===== config.mk =====
export PLATFORM = sky130hd
export DESIGN_NAME = uart_tx_fifo_flat
export DESIGN_NICKNAME = d
export VERILOG_FILES = /design/src/rtl/uart_tx_fifo_if.sv /design/src/rtl/uart_tx_fifo.sv /design/src/flat_wrapper.sv
export SDC_FILE = /design/constraint.sdc
export NUM_CORES = 1
export LEC_CHECK = 0
export CORE_UTILIZATION = 30
export CTS_CLUSTER_SIZE = 14
export DETAILED_ROUTE_END_ITERATION = 16
export DONT_BUFFER_PORTS = 1
export SYNTH_ARGS = -nofsm -noshare
export SYNTH_HDL_FRONTEND = slang
export SYNTH_SLANG_ARGS = --single-unit

===== constraint.sdc =====
create_clock -name clock -period 4.8 [get_ports clock]
set_input_delay 0.48 -clock clock [delete_from_list [all_inputs] [get_ports clock]]
set_output_delay 0.48 -clock clock [all_outputs]
set_load 0.02 [all_outputs]

===== src/rtl/uart_tx_fifo_if.sv =====
// Host write-side interface of uart_tx_fifo.
//   master : host side  - drives wr_en/wr_data, observes FIFO status
//   slave  : transmitter - accepts writes, reports full/empty/count/overflow
// FIFO_DEPTH must match the transmitter instance; CNT_W is derived from it.
interface uart_tx_fifo_if #(
    parameter int FIFO_DEPTH = 16
);
    localparam int CNT_W = $clog2(FIFO_DEPTH + 1);

    logic             wr_en;
    logic [7:0]       wr_data;
    logic             fifo_full;
    logic             fifo_empty;
    logic [CNT_W-1:0] fifo_count;
    logic             overflow;

    modport master (output wr_en, wr_data,
                    input  fifo_full, fifo_empty, fifo_count, overflow);
    modport slave  (input  wr_en, wr_data,
                    output fifo_full, fifo_empty, fifo_count, overflow);
endinterface


===== src/rtl/uart_tx_fifo.sv =====
// Buffered UART transmitter: byte FIFO feeding a start/data/parity/stop framer.
// Frames go out back-to-back while the FIFO holds data.
// Ports:
//   clock, rst              - single clock, asynchronous active-high reset
//   baud_div                - bit period in clocks minus 1
//   data_length             - 00=5 .. 11=8 data bits
//   parity_type             - 01=odd, 10=even, 00/11=none
//   stop_bits               - 0=one, 1=two stop bits
//   host (slave modport)    - wr_en/wr_data in; fifo_full/empty/count, overflow out
//   data_out                - serial line, idle high
//   tx_active               - frame on the line
//   tx_done                 - pulse on the last clock of the final stop bit
// Optional build macro UART_TX_BREAK_EN adds input break_req: while it is high
// and the framer is idle the line is held low and pops are held off; after it
// drops the line stays high for at least one bit period before the next start.
module uart_tx_fifo #(
    parameter  int FIFO_DEPTH = 16,
    parameter  int DIV_W      = 16,
    localparam int CNT_W      = $clog2(FIFO_DEPTH + 1)
) (
    input  logic             clock,
    input  logic             rst,
    input  logic [DIV_W-1:0] baud_div,
    input  logic [1:0]       data_length,
    input  logic [1:0]       parity_type,
    input  logic             stop_bits,
`ifdef UART_TX_BREAK_EN
    input  logic             break_req,
`endif
    uart_tx_fifo_if.slave    host,
    output logic             data_out,
    output logic             tx_active,
    output logic             tx_done
);
    localparam int AW = $clog2(FIFO_DEPTH);

    typedef enum logic [2:0] {IDLE, START, DATA, PARITY, STOP} state_t;

    // ---------------- FIFO ----------------
    logic [7:0]       mem_q [FIFO_DEPTH];
    logic [AW-1:0]    wr_ptr_q, wr_ptr_d, rd_ptr_q, rd_ptr_d;
    logic [CNT_W-1:0] count_q, count_d;
    logic             full_q, full_d, empty_q, empty_d, ovf_q, ovf_d;
    logic             push, pop;

    always_comb begin
        push     = host.wr_en && !full_q;
        wr_ptr_d = push ? wr_ptr_q + AW'(1) : wr_ptr_q;
        rd_ptr_d = pop  ? rd_ptr_q + AW'(1) : rd_ptr_q;
        count_d  = count_q + CNT_W'(push) - CNT_W'(pop);
        full_d   = (count_d == CNT_W'(FIFO_DEPTH));
        empty_d  = (count_d == '0);
        // Full-time writes are dropped even if a pop frees a slot this cycle.
        ovf_d    = host.wr_en && full_q;
    end

    always_ff @(posedge clock) begin
        if (push) mem_q[wr_ptr_q] <= host.wr_data;
    end

    assign host.fifo_full  = full_q;
    assign host.fifo_empty = empty_q;
    assign host.fifo_count = count_q;
    assign host.overflow   = ovf_q;

    // ---------------- framer ----------------
    state_t           state_q, state_d;
    logic [DIV_W-1:0] cnt_q, cnt_d, bdiv_q, bdiv_d;
    logic [2:0]       bit_q, bit_d;
    logic [7:0]       sh_q, sh_d;
    logic [1:0]       len_q, len_d;
    logic             par_en_q, par_en_d, par_bit_q, par_bit_d, stop2_q, stop2_d;
    logic             tick, blocked, can_pop, load;
    logic [7:0]       head, masked;
`ifdef UART_TX_BREAK_EN
    logic             brk_on_q, brk_on_d, rec_q, rec_d;
`endif

    assign head   = mem_q[rd_ptr_q];
    // Parity only covers the bits actually sent.
    assign masked = head & (8'hFF >> (2'd3 - data_length));
    assign tick   = (cnt_q == '0);
    assign pop    = load;

    always_comb begin
        state_d   = state_q;
        cnt_d     = cnt_q;
        bdiv_d    = bdiv_q;
        bit_d     = bit_q;
        sh_d      = sh_q;
        len_d     = len_q;
        par_en_d  = par_en_q;
        par_bit_d = par_bit_q;
        stop2_d   = stop2_q;
        load      = 1'b0;
        tx_done   = 1'b0;
        blocked   = 1'b0;
`ifdef UART_TX_BREAK_EN
        brk_on_d  = 1'b0;
        rec_d     = 1'b0;
        blocked   = break_req || brk_on_q || rec_q;
`endif
        can_pop   = !empty_q && !blocked;

        case (state_q)
            IDLE: begin
                if (can_pop) load = 1'b1;
`ifdef UART_TX_BREAK_EN
                // cnt_q is free while idle, so it times the post-break mark.
                brk_on_d = break_req;
                if (!break_req && brk_on_q) begin
                    rec_d = 1'b1;
                    cnt_d = baud_div;
                end else if (!break_req && rec_q) begin
                    rec_d = !tick;
                    if (!tick) cnt_d = cnt_q - 1'b1;
                end
`endif
            end
            START: begin
                if (tick) begin
                    state_d = DATA;
                    cnt_d   = bdiv_q;
                    bit_d   = '0;
                end else cnt_d = cnt_q - 1'b1;
            end
            DATA: begin
                if (tick) begin
                    cnt_d = bdiv_q;
                    if (bit_q == {1'b0, len_q} + 3'd4) begin
                        bit_d   = '0;
                        state_d = par_en_q ? PARITY : STOP;
                    end else begin
                        bit_d = bit_q + 3'd1;
                        sh_d  = sh_q >> 1;
                    end
                end else cnt_d = cnt_q - 1'b1;
            end
            PARITY: begin
                if (tick) begin
                    state_d = STOP;
                    cnt_d   = bdiv_q;
                    bit_d   = '0;
                end else cnt_d = cnt_q - 1'b1;
            end
            STOP: begin
                if (tick) begin
                    if (stop2_q && bit_q == 3'd0) begin
                        bit_d = 3'd1;
                        cnt_d = bdiv_q;
                    end else begin
                        tx_done = 1'b1;
                        if (can_pop) load = 1'b1;
                        else         state_d = IDLE;
                    end
                end else cnt_d = cnt_q - 1'b1;
            end
            default: state_d = IDLE;
        endcase

        // Pop the head and freeze the whole frame configuration.
        if (load) begin
            state_d   = START;
            cnt_d     = baud_div;
            bdiv_d    = baud_div;
            bit_d     = '0;
            sh_d      = head;
            len_d     = data_length;
            par_en_d  = (parity_type == 2'b01) || (parity_type == 2'b10);
            par_bit_d = (^masked) ^ (parity_type == 2'b01);
            stop2_d   = stop_bits;
        end
    end

    always_comb begin
        data_out = 1'b1;
        case (state_q)
            IDLE: begin
`ifdef UART_TX_BREAK_EN
                data_out = !break_req;
`endif
            end
            START:   data_out = 1'b0;
            DATA:    data_out = sh_q[0];
            PARITY:  data_out = par_bit_q;
            default: data_out = 1'b1;
        endcase
    end

    assign tx_active = (state_q != IDLE);

    always_ff @(posedge clock or posedge rst) begin
        if (rst) begin
            wr_ptr_q  <= '0;
            rd_ptr_q  <= '0;
            count_q   <= '0;
            full_q    <= 1'b0;
            empty_q   <= 1'b1;
            ovf_q     <= 1'b0;
            state_q   <= IDLE;
            cnt_q     <= '0;
            bdiv_q    <= '0;
            bit_q     <= '0;
            sh_q      <= '0;
            len_q     <= '0;
            par_en_q  <= 1'b0;
            par_bit_q <= 1'b0;
            stop2_q   <= 1'b0;
`ifdef UART_TX_BREAK_EN
            brk_on_q  <= 1'b0;
            rec_q     <= 1'b0;
`endif
        end else begin
            wr_ptr_q  <= wr_ptr_d;
            rd_ptr_q  <= rd_ptr_d;
            count_q   <= count_d;
            full_q    <= full_d;
            empty_q   <= empty_d;
            ovf_q     <= ovf_d;
            state_q   <= state_d;
            cnt_q     <= cnt_d;
            bdiv_q    <= bdiv_d;
            bit_q     <= bit_d;
            sh_q      <= sh_d;
            len_q     <= len_d;
            par_en_q  <= par_en_d;
            par_bit_q <= par_bit_d;
            stop2_q   <= stop2_d;
`ifdef UART_TX_BREAK_EN
            brk_on_q  <= brk_on_d;
            rec_q     <= rec_d;
`endif
        end
    end
endmodule


===== src/flat_wrapper.sv =====
// flat-port wrapper written by rule: the top's interface ports become plain ports
module uart_tx_fifo_flat 
#(
    parameter  int FIFO_DEPTH = 16,
    parameter  int DIV_W      = 16,
    localparam int CNT_W      = $clog2(FIFO_DEPTH + 1)
)
  (clock, rst, baud_div, data_length, parity_type, stop_bits, data_out, tx_active, tx_done, host_wr_en, host_wr_data, host_fifo_full, host_fifo_empty, host_fifo_count, host_overflow);
  uart_tx_fifo_if #(.FIFO_DEPTH(FIFO_DEPTH)) host_i ();
  input  logic clock;
  input  logic rst;
  input  logic [DIV_W-1:0] baud_div;
  input  logic [1:0] data_length;
  input  logic [1:0] parity_type;
  input  logic stop_bits;
  output logic data_out;
  output logic tx_active;
  output logic tx_done;
  input wire logic [$bits(host_i.wr_en)-1:0] host_wr_en;
  input wire logic [$bits(host_i.wr_data)-1:0] host_wr_data;
  output wire logic [$bits(host_i.fifo_full)-1:0] host_fifo_full;
  output wire logic [$bits(host_i.fifo_empty)-1:0] host_fifo_empty;
  output wire logic [$bits(host_i.fifo_count)-1:0] host_fifo_count;
  output wire logic [$bits(host_i.overflow)-1:0] host_overflow;
  assign host_i.wr_en = host_wr_en;
  assign host_i.wr_data = host_wr_data;
  assign host_fifo_full = host_i.fifo_full;
  assign host_fifo_empty = host_i.fifo_empty;
  assign host_fifo_count = host_i.fifo_count;
  assign host_overflow = host_i.overflow;
  uart_tx_fifo #(.FIFO_DEPTH(FIFO_DEPTH), .DIV_W(DIV_W)) u_core (.clock(clock), .rst(rst), .baud_div(baud_div), .data_length(data_length), .parity_type(parity_type), .stop_bits(stop_bits), .host(host_i), .data_out(data_out), .tx_active(tx_active), .tx_done(tx_done));
endmodule

---- Yosys cells after proc, flatten, opt, wreduce, memory -nomap -nowiden ----
Memories as Yosys holds them, arrays and structs flattened.
Cells that the tools add are included.
word-level totals
  flip-flop bits (word level) ............. 67
  memory bits (writable) .................. 128
  bits of input ports ..................... 32
  output and inout port bits .............. 11
  memories ................................ 1
memory list
  name          depth  width  read ports  clocked after Yosys merged registers in  write ports  RTL line            text
  u_core.mem_q  16     8      1           0                                        1            uart_tx_fifo.sv:40  logic [7:0] mem_q [FIFO_DEPTH];
cells by class
  $add $sub $neg .......................... 8
  eq/ne operators ......................... 20
  shifts and indexed selects .............. 1
  muxes and demuxes ....................... 36
  bitwise logic cells ..................... 2
  reductions and logical operators ........ 21
operators by type and width
  kind                   count
  $mux 16                4
  $mux 3                 15
  $mux 8                 4
  $pmux 16 s2            1
  $ne 3x1->1 const B     8
  $logic_not 16->1       1
  $sub 16x1->16 const B  1
  $pmux 3 s5             1
  $pmux 3 s3             1
  $add 4x1->4 const B    2
  $and 8x8->8            1
  $mux 1                 8
  $reduce_and 8->1       1
  $reduce_xor 8->1       1
  $shr 8x2->8 const A    1
  $eq 3x2->1 const B     2
  $logic_not 3->1        2
  $reduce_bool 3->1      2
  $add 5x1->5            1
  $eq 5x5->1 const B     1
  $logic_not 5->1        1
  $reduce_and 5->1       1
  $sub 5x1->5            1
  $ne 2x1->1 const B     2
  other kinds (22)       25

---- Logic depth before layout (Yosys ltp) ----
  depth after elaboration ................. 7
  mapped depth ............................ 17
  gate-level depth less buffers ........... 15

---- Worst setup path before layout ----
No wires, ideal clock.
  path kind ............................... register to register
  start point ............................. register u_core.cnt_q[6]
  end point ............................... register u_core.full_q, in the netlist u_core.host.fifo_full
  arrival time ............................ 3.410 ns
  data required time ...................... 4.727 ns
  path slack .............................. 1.317 ns
  cell stages (with the launch flop) ...... 15
  path buffers ............................ 2
  clock period less this slack ............ 3.483 ns
  cell sequence ........................... dfrtp_1 -> nor4_4 -> nand3_2 -> nor2_1 -> nand2_1 -> a211o_1 -> clkbuf_1 -> inv_2 -> buf_2 -> ha_1 -> inv_1 -> ha_1 -> fa_1 -> or4_1 -> nor2b_1
between the ends
  word-level cells in the longest chain between the ends .. 5
ends and longest elaborated chain
  what                         RTL line             text
  start, declared              uart_tx_fifo.sv:68   logic [DIV_W-1:0] cnt_q, cnt_d, bdiv_q, bdiv_d;
  start signal, assigned       uart_tx_fifo.sv:221  cnt_q <= cnt_d;
  $logic_not 16->1             uart_tx_fifo.sv:82   assign tick = (cnt_q == '0);
  $mux 1                       uart_tx_fifo.sv:147  if (tick) begin
  $pmux 1 s2                   uart_tx_fifo.sv:105  case (state_q)
  named net u_core.load        uart_tx_fifo.sv:73   logic tick, blocked, can_pop, load;
  $sub 5x1->5                  uart_tx_fifo.sv:50   count_d = count_q + CNT_W'(push) - CNT_W'(pop);
  named net u_core.count_d[1]  uart_tx_fifo.sv:42   logic [CNT_W-1:0] count_q, count_d;
  $eq 5x5->1                   uart_tx_fifo.sv:51   full_d = (count_d == CNT_W'(FIFO_DEPTH));
  named net u_core.full_d      uart_tx_fifo.sv:43   logic full_q, full_d, empty_q, empty_d, ovf_q, ovf_d;
  end signal, assigned         uart_tx_fifo.sv:217  full_q <= full_d;
  end, declared                uart_tx_fifo.sv:43
The timed path passes the listed nets, and every way through them passes these cells.
A chain may end at the register's enable or synchronous reset.

---- Worst setup path in the final report ----
  start point ............................. register u_core.cnt_q[6]
  end point ............................... register u_core.full_q, in the netlist u_core.host.fifo_full
between the ends
  word-level cells in the longest chain between the ends .. 5
ends and longest elaborated chain
  what                         RTL line
  $logic_not 16->1             uart_tx_fifo.sv:82
  $mux 1                       uart_tx_fifo.sv:147
  $pmux 1 s2                   uart_tx_fifo.sv:105
  $sub 5x1->5                  uart_tx_fifo.sv:50
  named net u_core.count_d[1]  uart_tx_fifo.sv:42
  $eq 5x5->1                   uart_tx_fifo.sv:51
  named net u_core.full_d      uart_tx_fifo.sv:43
The timed path passes the listed nets, and every way through them passes these cells.

==> metrics <==
Data arrival, critical path=3.78 ns; Final Critical Period=3.41 ns; Sink Count=195; Starting Density=30.7%; Most common cell on crit path=ha_1; yosys warns=0; Final WS setup=1.39 ns; synthesized flop and latch total=195; # rows=61; critical path launch point type=flip-flop; Tcrit/Tclk final=71.0%; reg-to-reg endpoint=u_core.host.fifo_full; largest net degree at the start of global routing=56; measured slew at the worst slew-check pin=1.01 ns; post-route insts no fill=1024; drt first pass iters=4; grt ovf=0; total CTS buffers=17; CP bufs+invs=2; cell leakage power=3.54 nW; RSZ-0062 raised after global routing=no; Diodes inserted=0; Layout Skew=0.0106 ns; setup TNS=0 ns; register area share after synthesis=64.2%; clock transition at the registers of the reported paths=0.07 ns; Synth-to-Final Area Change=11.2%; PD cells=618 mW/mm^2; post-route ant nets=0; vias in the first global route=4894; CTS max path bufs=2; DR vias/cell=4.76; full die area=0.0294 sq mm; DP Worst Slack=1.38 ns; TritonCTS clock tree=yes; Fin. Hold Viols=0; dpl hpwl=11500 um; most frequent cells in the layout=128 x edfxtp_1, 99 x nand2_1, 65 x dfrtp_1; cell count of the worst reg-to-reg path=12; first-iteration detailed-routing DRC count=408; Mean Syn Cell Area=13.5 sq um; FF-to-FF Start=u_core.cnt_q[6]; Final setup viols=0; CP max stage delay=0.55 ns; Crit Path Category=flip-flop to flip-flop; I/O pin total=43; R2R setup slack=1.39 ns; CP Capture Type=flip-flop; Die Width=171 um; Cell variety after synth=58; Net Count, Synth=682; top fanout value on the critical path=7; Async SR Flop Fraction=34.4%; # Max-Cap Violations=0; Vias=4874; routed len/inst=17.2 um; crit path cell chain=nor4_4, nand3_2, nor2_1, nand2_1, a211o_1, inv_2, ha_1, inv_1, ha_1, fa_1, or4_1, nor2b_1; post-CTS setup buffers=0; most common cell after layout, fill and taps aside=edfxtp_1; CTS resizes=0; Hold Crit Endpoint=u_core.mem_q[6][1]; Worst Min Path Start=host_wr_data[1]; CTS H-tree depth=4; Final nets=681; slowest CP cell=or4_1; global-route wire length before repair=28200 um; Inst Count DP=992; Slew HR=31.9%; initial antenna violation count=0; Largest delay share family, worst path=simple AND/OR/NAND/NOR gates; worst path required time=5.17 ns; port buffer count=0; worst hold path class=input port to flip-flop; global-route total usage across every layer=12.9%; Total Wirelength=17700 um; Pins Over Slew Limit=0; fmax=293 MHz; Syn Std Cell Area=0.00860 sq mm; EDFF count, synth=128; Primary FF master, synth=edfxtp_1; Die Y=171 um; Core Area=0.0280 sq mm; hold buffers post-CTS=1; clk_lat worst skew=0.44 ns; outcome=complete, no violations; Mapped Cells=635; clock root buffer=clkbuf_16; drt drc=0; ratio of cells with drive above 1 in the final layout=12.5%; WHS Path Cells=0; worst IR drop on VDD=272 uV; GPL Wtd Cong=0.801
==> layer usage <==
layer | up-vias | track usage, % | share of wire, %
met5 | - | 0 | 0
met4 | 0 | 3.88 | 1.2
met3 | 16 | 3.29 | 4.5
met2 | 89 | 20.8 | 47
met1 | 2441 | 17.1 | 47
li1 | 2328 | - | -
==> worst max-delay path by stage <==
stage / from / slack [ns] / cells after the start / end
detailed placement: u_core.cnt_q[6] / 1.38 / 12 / u_core.host.fifo_full
CTS: u_core.cnt_q[6] / 1.38 / 12 / u_core.host.fifo_full
global placement: u_core.cnt_q[6] / 1.45 / 12 / u_core.host.fifo_full
global route: u_core.cnt_q[2] / 1.14 / 12 / u_core.host.fifo_full
finish: u_core.cnt_q[6] / 1.39 / 12 / u_core.host.fifo_full
floorplan: u_core.cnt_q[6] / 1.32 / 14 / u_core.host.fifo_full
==> synth_stat cells (14+ instances only) <==
cell type	count	area share (%)
mux4_2	24	6.3
nand2_1	99	4.3
a21oi_1	24	1.4
clkbuf_1	15	0.65
xnor2_1	17	1.7
dfrtp_1	66	19
nand3_1	17	0.99
o21ai_0	30	1.7
nor2_1	49	2.1
edfxtp_1	128	45
nor3_1	16	0.93
ha_1	14	2.0
inv_1	19	0.83
==> metrics by stage <==
stage / cell area [sq um] / power, mW / hold WS [ns] / utilization, %
final: 9570 / 5.91 / 0.130 / 34.2
after global routing: 9570 / 6.29 / 0.101 / 34.2
after CTS: 9570 / 5.98 / 0.106 / 34.2
after detailed placement: 8980 / 4.56 / 0.346 / 32.1
after global placement: 8980 / 4.52 / 0.343 / 32.1
after floorplan: 8600 / 4.09 / 0.445 / -
==> worst register-to-register path, delay by kind of cell, from the launching register on <==
family	cells	cell delay (ns)
flops	1	0.47
simple gates	6	1.61
fa+ha+maj	3	0.82
buf+inv	2	0.12
compound gates	1	0.33
==> final cells by class <==
cell class | instances | area [sq um]
fillers | 2740 | 18400
flip-flops and latches | 195 | 5520
multi-input cells | 389 | 2840
well taps | 378 | 473
clock buffers | 18 | 429
clock inverters | 13 | 143
repair buffers | 11 | 85.1
inverters | 20 | 75.1
==> registers in the layout, indices dropped and copies added, names as in the netlist, 3 cells and up <==
register,cells
u_core.bit_q,3
u_core.sh_q,8
u_core.cnt_q,16
u_core.rd_ptr_q,4
u_core.bdiv_q,16
u_core.wr_ptr_q,4
u_core.mem_q,128
u_core.host.fifo_count,5
u_core.state_q,3
==> report_power, final <==
group          switching [mW]  internal, mW  total, mW  leakage, nW
Sequential              0.456          2.18       2.64         1.97
Clock                   0.674         0.735       1.41        0.284
Combinational           0.943         0.920       1.86         1.29
Total                    2.07          3.84       5.91         3.54
==> cell families after synthesis <==
family                     Yosys count  share of synthesized area, %
adders and majority gates           15                          2.27
muxes                               43                          10.2
AOI/OAI and AO/OA                   97                          7.00
and+or+nand+nor                    213                          11.2
DFF                                195                          64.2
buffers and inverters               51                          2.85
xor gates and xnor gates            21                          2.30
Power figures use the tool's default switching activity.
